===== src/rtl/weight_buffer_ctrl_pkg.sv =====
// Shared configuration and types for the weight-buffer sequencer.
// Default array geometry and the state encoding used by weight_buffer_ctrl.
package weight_buffer_ctrl_pkg;

  localparam int sys_cols       = 4;
  localparam int w_bitwidth     = 8;
  localparam int w_buffer_depth = 16;

  localparam int WCTRL_CNT_W = $clog2(w_buffer_depth + 1);

  typedef enum logic [2:0] {
    IDLE   = 3'd0,
    LOAD   = 3'd1,
    STREAM = 3'd2,
    DRAIN  = 3'd3,
    DONE   = 3'd4
  } wctrl_state_e;

endpackage


===== src/rtl/wctrl_counter.sv =====
// Up-counter with synchronous clear, parallel load, enable and a terminal-value compare.
module wctrl_counter #(
  parameter int W = 4
) (
  input  logic         clk,
  input  logic         rst,
  input  logic         clr,
  input  logic         en,
  input  logic         load,
  input  logic [W-1:0] load_val,
  input  logic [W-1:0] term,
  output logic [W-1:0] count,
  output logic         at_term
);

  always_ff @(posedge clk) begin
    if (rst) begin
      count <= '0;
    end else if (clr) begin
      count <= '0;
    end else if (load) begin
      count <= load_val;
    end else if (en) begin
      count <= count + W'(1);
    end
  end

  assign at_term = (count == term);

endmodule


===== src/rtl/weight_buffer_ctrl.sv =====
// Per-tile sequencer for the column weight FIFO bank: load K rows, burst K reads,
// wait out the column skew, then pulse done.
module weight_buffer_ctrl
  import weight_buffer_ctrl_pkg::*;
#(
  parameter int SYS_COLS   = sys_cols,
  parameter int W_BITWIDTH = w_bitwidth,
  parameter int DEPTH      = w_buffer_depth,
  parameter int CNT_W      = $clog2(DEPTH + 1)
) (
  input  logic                             clk,
  input  logic                             rst,
  input  logic                             start,
  input  logic [CNT_W-1:0]                 cfg_k,
  input  logic                             s_valid,
  output logic                             s_ready,
  input  logic [SYS_COLS*W_BITWIDTH-1:0]   s_data,
  output logic [SYS_COLS-1:0]              wb_wr_en,
  output logic [SYS_COLS*W_BITWIDTH-1:0]   wb_i_data,
  output logic                             wb_read,
  output logic                             busy,
  output logic                             done,
  output logic                             err
);

  localparam int DR_W = (SYS_COLS > 2) ? $clog2(SYS_COLS) : 1;
  localparam logic [DR_W-1:0] DR_TERM = DR_W'((SYS_COLS > 1) ? SYS_COLS - 2 : 0);

  wctrl_state_e     state;
  logic [CNT_W-1:0] k;
  logic [CNT_W-1:0] k_last;
  logic [CNT_W-1:0] beat_cnt;
  logic [CNT_W-1:0] rd_cnt;
  logic [DR_W-1:0]  dr_cnt;
  logic             beat;
  logic             beat_tc;
  logic             rd_tc;
  logic             dr_tc;

  assign beat      = s_valid & s_ready;
  assign wb_wr_en  = {SYS_COLS{beat}};
  assign wb_i_data = s_data;
  // k >= 1 whenever LOAD/STREAM are live, so k-1 never underflows there.
  assign k_last    = k - CNT_W'(1);

  wctrl_counter #(.W(CNT_W)) u_beat_cnt (
    .clk      (clk),
    .rst      (rst),
    .clr      (state != LOAD),
    .en       (beat),
    .load     (1'b0),
    .load_val ('0),
    .term     (k_last),
    .count    (beat_cnt),
    .at_term  (beat_tc)
  );

  wctrl_counter #(.W(CNT_W)) u_rd_cnt (
    .clk      (clk),
    .rst      (rst),
    .clr      (state != STREAM),
    .en       (state == STREAM),
    .load     (1'b0),
    .load_val ('0),
    .term     (k_last),
    .count    (rd_cnt),
    .at_term  (rd_tc)
  );

  wctrl_counter #(.W(DR_W)) u_dr_cnt (
    .clk      (clk),
    .rst      (rst),
    .clr      (state != DRAIN),
    .en       (state == DRAIN),
    .load     (1'b0),
    .load_val ('0),
    .term     (DR_TERM),
    .count    (dr_cnt),
    .at_term  (dr_tc)
  );

  // Outputs are registered alongside the state so they decode the state being entered.
  always_ff @(posedge clk) begin
    if (rst) begin
      state   <= IDLE;
      k       <= '0;
      s_ready <= 1'b0;
      wb_read <= 1'b0;
      busy    <= 1'b0;
      done    <= 1'b0;
      err     <= 1'b0;
    end else begin
      done <= 1'b0;
      err  <= 1'b0;
      unique case (state)
        IDLE: begin
          if (start) begin
            if (cfg_k == '0) begin
              state <= DONE;
              busy  <= 1'b1;
              done  <= 1'b1;
            end else if (cfg_k > CNT_W'(DEPTH)) begin
              err <= 1'b1;
            end else begin
              k       <= cfg_k;
              state   <= LOAD;
              busy    <= 1'b1;
              s_ready <= 1'b1;
            end
          end
        end
        LOAD: begin
          if (beat && beat_tc) begin
            state   <= STREAM;
            s_ready <= 1'b0;
            wb_read <= 1'b1;
          end
        end
        STREAM: begin
          if (rd_tc) begin
            wb_read <= 1'b0;
            if (SYS_COLS == 1) begin
              state <= DONE;
              done  <= 1'b1;
            end else begin
              state <= DRAIN;
            end
          end
        end
        DRAIN: begin
          if (dr_tc) begin
            state <= DONE;
            done  <= 1'b1;
          end
        end
        DONE: begin
          state <= IDLE;
          busy  <= 1'b0;
        end
        default: begin
          state   <= IDLE;
          s_ready <= 1'b0;
          wb_read <= 1'b0;
          busy    <= 1'b0;
        end
      endcase
    end
  end

endmodule


===== config.mk =====
export PLATFORM = sky130hd
export DESIGN_NAME = weight_buffer_ctrl
export DESIGN_NICKNAME = d
export VERILOG_FILES = /design/src/rtl/weight_buffer_ctrl_pkg.sv /design/src/rtl/wctrl_counter.sv /design/src/rtl/weight_buffer_ctrl.sv
export SDC_FILE = /design/constraint.sdc
export NUM_CORES = 1
export LEC_CHECK = 0
export CORE_UTILIZATION = 36
export DETAILED_ROUTE_END_ITERATION = 7
export GPL_ROUTABILITY_DRIVEN = 0
export MAX_ROUTING_LAYER = met4
export PLACE_DENSITY = 0.77
export SETUP_SLACK_MARGIN = 0.2
export SKIP_CTS_REPAIR_TIMING = 1
export SYNTH_ARGS = -nofsm -noshare
export SYNTH_HDL_FRONTEND = slang
export SYNTH_SLANG_ARGS = --single-unit

===== constraint.sdc =====
create_clock -name clk -period 2.1 [get_ports clk]
set_input_delay 0.42 -clock clk [delete_from_list [all_inputs] [get_ports clk]]
set_output_delay 0.42 -clock clk [all_outputs]
set_load 0.01 [all_outputs]

### Yosys cells after proc, flatten, opt, wreduce, memory -nomap -nowiden

Cells that the tools add are included.

* register bits: 25
* bits of input ports: 41
* output and inout bits: 41
* logic and storage cells: 78

* $add $sub $neg: 4
* magnitude comparators: 1
* equal/unequal tests: 17
* multiplexer cells: 23
* bitwise logic cells: 8
* reductions and logical operators: 15

Operator list (number)
* $mux 3: 6
* $mux 1: 12
* $ne 2x2->1 const B: 6
* $pmux 3 s4: 1
* $add 5x1->5 const B: 2
* $eq 5x5->1: 2
* $reduce_and 5->1: 2
* $reduce_or 3->1: 3
* $not 1->1: 7
* $eq 3x2->1 const B: 2
* $ne 3x2->1 const B: 2
* $pmux 1 s3: 2
* $reduce_and 3->1: 2
* $reduce_or 2->1: 3
* $gt 5x5->1 const B: 1
* $logic_not 5->1: 1
* $sub 5x1->5 const B: 1
* $pmux 1 s2: 2
* $reduce_and 4->1: 1
* $reduce_or 4->1: 1
* $eq 3x1->1 const B: 1
* $eq 3x3->1 const B: 1
* $logic_not 3->1: 1
* $ne 3x1->1 const B: 1
* 5 further kinds: 5

### Longest topological paths before layout

* depth after elaboration: 5
* depth in mapped cells: 8
* depth with buffers taken out: 8

### Hierarchy

A second synthesis with hierarchy kept.

* cell total of the unflattened synthesis: 208
* area total of the unflattened synthesis: 1759.2 um2

Modules (own cells, without submodules)
* weight_buffer_ctrl: times used 1, cells an instance 125, area an instance 1043.5 um2, seq. area each 260.2 um2
* wctrl_counter (u_beat_cnt ...): times used 2, cells an instance 35, area an instance 295.3 um2, seq. area each 100.1 um2
* wctrl_counter (u_dr_cnt): times used 1, cells an instance 13, area an instance 125.1 um2, seq. area each 40.0 um2

### Worst setup path after synthesis

Ideal clock, no wire load.

* kind: register -> register
* start: register k[0]
* end: register wb_read
* setup time: 91 ps
* arrival time: 1892 ps
* slack: 117 ps
* cell stages (with the launch flop): 9
* path buffers: 0
* period minus slack after synthesis: 1983 ps
* cells stage by stage: dfxtp_1 inv_1 ha_1 and4bb_1 a211o_1 a211o_1 o211ai_2 a21oi_1 a311oi_1

* longest elaborated chain between the ends: 5
* elaborated cells on any way between the ends: 7

Ends and longest elaborated chain
* start: declaration: RTL line weight_buffer_ctrl.sv:30 `logic [CNT_W-1:0] k;`
* start signal: assignment: RTL line weight_buffer_ctrl.sv:105 `k <= cfg_k;`
* $sub 5x1->5 (*): RTL line weight_buffer_ctrl.sv:44 `assign k_last = k - CNT_W'(1);`
* $eq 5x5->1: RTL line wctrl_counter.sv:28 `assign at_term = (count == term);`
* $logic_and 1x1->1: RTL line weight_buffer_ctrl.sv:113 `if (beat && beat_tc) begin`
* $ne 2x2->1 (no source line)
* $reduce_and 3->1 (no source line) (*)
* end signal: assignment: RTL line weight_buffer_ctrl.sv:116 `wb_read <= 1'b1;`
* end signal: assignment: RTL line weight_buffer_ctrl.sv:121 `wb_read <= 1'b0;`
* end signal: assignment: RTL line weight_buffer_ctrl.sv:143 `wb_read <= 1'b0;`
* end: declaration: RTL line weight_buffer_ctrl.sv:20 `output logic wb_read,`

Every way passes the cells marked *; elsewhere a longest branch is shown, timed or not.
A chain may end at the register's enable or synchronous reset.

### Worst setup path after layout

* start: register k[1]
* end: register s_ready

* longest elaborated chain between the ends: 5

Ends and longest elaborated chain
* $sub 5x1->5: RTL line weight_buffer_ctrl.sv:44
* $eq 5x5->1: RTL line wctrl_counter.sv:28
* $logic_and 1x1->1: RTL line weight_buffer_ctrl.sv:113
* $ne 2x2->1 (no source line)
* $reduce_and 5->1 (no source line)
* end signal: assignment: RTL line weight_buffer_ctrl.sv:108 `s_ready <= 1'b1;`
* end signal: assignment: RTL line weight_buffer_ctrl.sv:115 `s_ready <= 1'b0;`
* end signal: assignment: RTL line weight_buffer_ctrl.sv:142 `s_ready <= 1'b0;`
* end: declaration: RTL line weight_buffer_ctrl.sv:16 `output logic s_ready,`

No other way between the ends.

==> flow_metrics.py <==
metrics = {
    "placement": {
        "dpl_worst_slack_ps": -260,
        "io_buffer_count": 17,
        "dp_hpwl_um": 2380,
    },
    "hold_path": {
        "hp-start": "u_dr_cnt.count[0]",
        "min_path_type": "register to register",
        "whs_path_depth": 1,
        "holdPathEnd": "u_dr_cnt.count[0]",
    },
    "critical_path": {
        "cpMostUsedCell": "a311oi_1",
        "cp_data_arrival_time_ps": 2080,
        "r2r-start": "k[1]",
        "r2r-end": "s_ready",
        "path_buf_inv": 1,
        "critPathLaunchType": "register",
        "cp_slowest_cell": "a311o_2",
        "rrSetupSlack_ps": 180,
        "path_class": "register to register",
        "critical_path.max_fanout": 6,
        "critPathMaxStageDelay_ps": 400,
        "worstPathCellList": "inv_2 -> ha_4 -> and4bb_2 -> a311oi_1 -> o211ai_1 -> a311o_2 -> a31oi_1 -> a311oi_1",
        "end_kind": "register",
        "worstPathRequired_ps": 2260,
        "rr_worst_depth": 8,
        "critPathTopFamily": "compound AO/OA/AOI/OAI gates",
    },
    "global_routing": {
        "grt.overflow.total": 0,
        "grt_busiest_layer": "met2",
        "grt_max_degree": 16,
        "track_usage_pct": 13.5,
        "met2_usage_pct": 21.7,
        "antenna_found_initial": 0,
        "grtUsageMet1_pct": 17.1,
        "grt_pass1_vias": 1158,
        "use_met3_pct": 2.91,
        "grt_pass1_wl_um": 5260,
    },
    "sta": {
        "finalSetupViolations": 0,
        "clock_skew_ps": 1.39,
        "finalHoldViolCount": 0,
        "slew_violations": 0,
        "worstMarginPinSlew_ps": 378,
        "finalCriticalPeriod_ps": 1920,
        "period_share_pct": 91.6,
        "maxSlewHeadroom_pct": 74.6,
        "final.setup.tns_ps": 0,
        "timing.final.ws_setup_ps": 176,
        "fmax_ghz": 0.520,
        "holdWs_ps": 437,
        "rsz0062_at_grt": "true",
    },
    "clock_tree": {
        "tritoncts": "yes",
        "h-tree-depth": 1,
        "clock_sinks": 25,
        "cts_buffer_depth": 2,
        "clk_pin_slew_ps": 90,
        "cts_buffers": 3,
        "worst_skew_pair.late_latency_ps": 270,
        "clk_root_buffer_cell": "clkbuf_8",
    },
    "job": {
        "drv_cap": 0,
    },
    "power_and_ir_drop": {
        "finalPower_w": 0.00147,
        "leakage_nw": 0.781,
        "cellPowerDensity_nw_per_um2": 813,
        "ir_drop_mv": 0.576,
    },
    "drt": {
        "vias": 1211,
        "drc_errors": 0,
        "via_per_inst": 5.00,
        "drt-total-wl_um": 3190,
        "initialDrtViolationCount": 31,
        "routedWlPerCell_um": 13.2,
        "ant_nets": 0,
        "first_pass_iters": 4,
    },
    "yosys": {
        "synth_top_flop_cell": "dfxtp_1",
        "ys_types": 39,
        "async_reset_ff_share_pct": 0,
        "yosysWarnings": 0,
        "syn_inst": 198,
        "syn_avg_cell_area_um2": 8.37,
        "netlist_area_um2": 1660,
        "syn_nets": 246,
        "synth_seq_cells": 25,
        "yosysSeqAreaShare_pct": 30.2,
        "synth_edf_count": 0,
    },
    "floorplan": {
        "die-area_um2": 4880,
        "num_rows": 24,
        "ioPinCount": 82,
        "die_h_um": 69.8,
        "core_um2": 4380,
        "die_w_um": 69.8,
        "floorplan.initialDensity_pct": 37.8,
    },
    "final_layout": {
        "nNetsFinal": 239,
        "syn2layout_area_growth_pct": 8.76,
        "layout-drive-gt1-share_pct": 18.9,
        "fillers": 427,
        "diodes": 0,
    },
    "status": {
        "outcome": "finished, final reports clean",
    },
}
==> where the power goes <==
group | internal (W) | switching [W] | leakage [nW]
sequential | 0.000526 | 0.0000801 | 0.204
clock | 0.000135 | 0.000160 | 0.0217
combinational | 0.000290 | 0.000275 | 0.555
==> sequential cells by signal (all words and copies together) (netlist names) <==
name              flops
k                     5
u_beat_cnt.count      5
u_rd_cnt.count        5
state                 3
u_dr_cnt.count        2
busy                  1
done                  1
err                   1
s_ready               1
wb_read               1
==> how the worst max path moves through the flow <==
stage / to / slack, ps / cells past startpoint / startpoint
6_report: s_ready / 180 / 8 / k[1]
5_1_grt: state[2] / 20 / 7 / k[0]
4_1_cts: wb_wr_en[0] / 8 / 4 / s_valid
3_5_place_dp: k[0] / -260 / 8 / cfg_k[0]
3_3_place_gp: k[0] / -210 / 8 / cfg_k[0]
2_1_floorplan: k[0] / 210 / 6 / cfg_k[0]
==> area by class of cell <==
class,instances,area [um2],share of cell area (%)
multi-input cells,122,856,47.5
flip-flops and latches,25,503,27.9
repair buffers,31,299,16.6
well taps,52,65.1,3.61
clock buffers,3,41.3,2.29
inverters,8,30.0,1.67
clock inverters,1,7.51,0.417
==> cell usage after synthesis, types with 5 or more instances <==
library cell | instances | area (um2)
ha_1 | 7 | 87.6
dfxtp_1 | 25 | 500
xor2_1 | 5 | 43.8
buf_4 | 37 | 278
xnor2_1 | 12 | 105
nand3_1 | 5 | 25.0
a21oi_1 | 6 | 30.0
nand2b_1 | 6 | 37.5
nand2_1 | 12 | 45.0
inv_1 | 8 | 30.0
mux2i_1 | 6 | 60.1
clkbuf_1 | 5 | 18.8
nor2_1 | 22 | 82.6
==> layout by cell type (no fill, tap or decap), types with 4 or more instances in the layout <==
master,synthesis,routed
mux2i_1,6,5
nand2_1,12,11
buf_4,37,13
inv_1,8,4
inv_2,0,4
xor2_1,5,5
dlymetal6s2s_1,0,8
xnor2_1,12,12
ha_1,7,6
clkdlybuf4s50_1,0,9
nor2_1,22,21
nand2b_1,6,6
nand3_1,5,5
a21oi_1,6,6
dfxtp_1,25,23
==> metal layers <==
layer	vias up	part of all wire (%)
met3	10	4.5
li1	617	-
met4	0	1.0
met1	561	46
met5	-	0
met2	23	49
==> metrics by stage <==
stage                     util, %  instance area (um2)  instances
after floorplan                 -                 1660        198
after global placement       38.4                 1680        236
after CTS                    39.5                 1730        240
final                        41.1                 1800        242
after global routing         41.1                 1800        242
after detailed placement     38.4                 1680        236
==> cells by family after synthesis <==
logic type      after synthesis  share of synthesized area [%]
simple gates                 68                           21.1
buf+inv                      51                           20.0
flops                        25                           30.2
compound gates               24                           10.8
xor+xnor                     17                           8.99
fa+ha+maj                     7                           5.29
mux                           6                           3.63
Note: power is estimated with default switching activity, not from simulation.
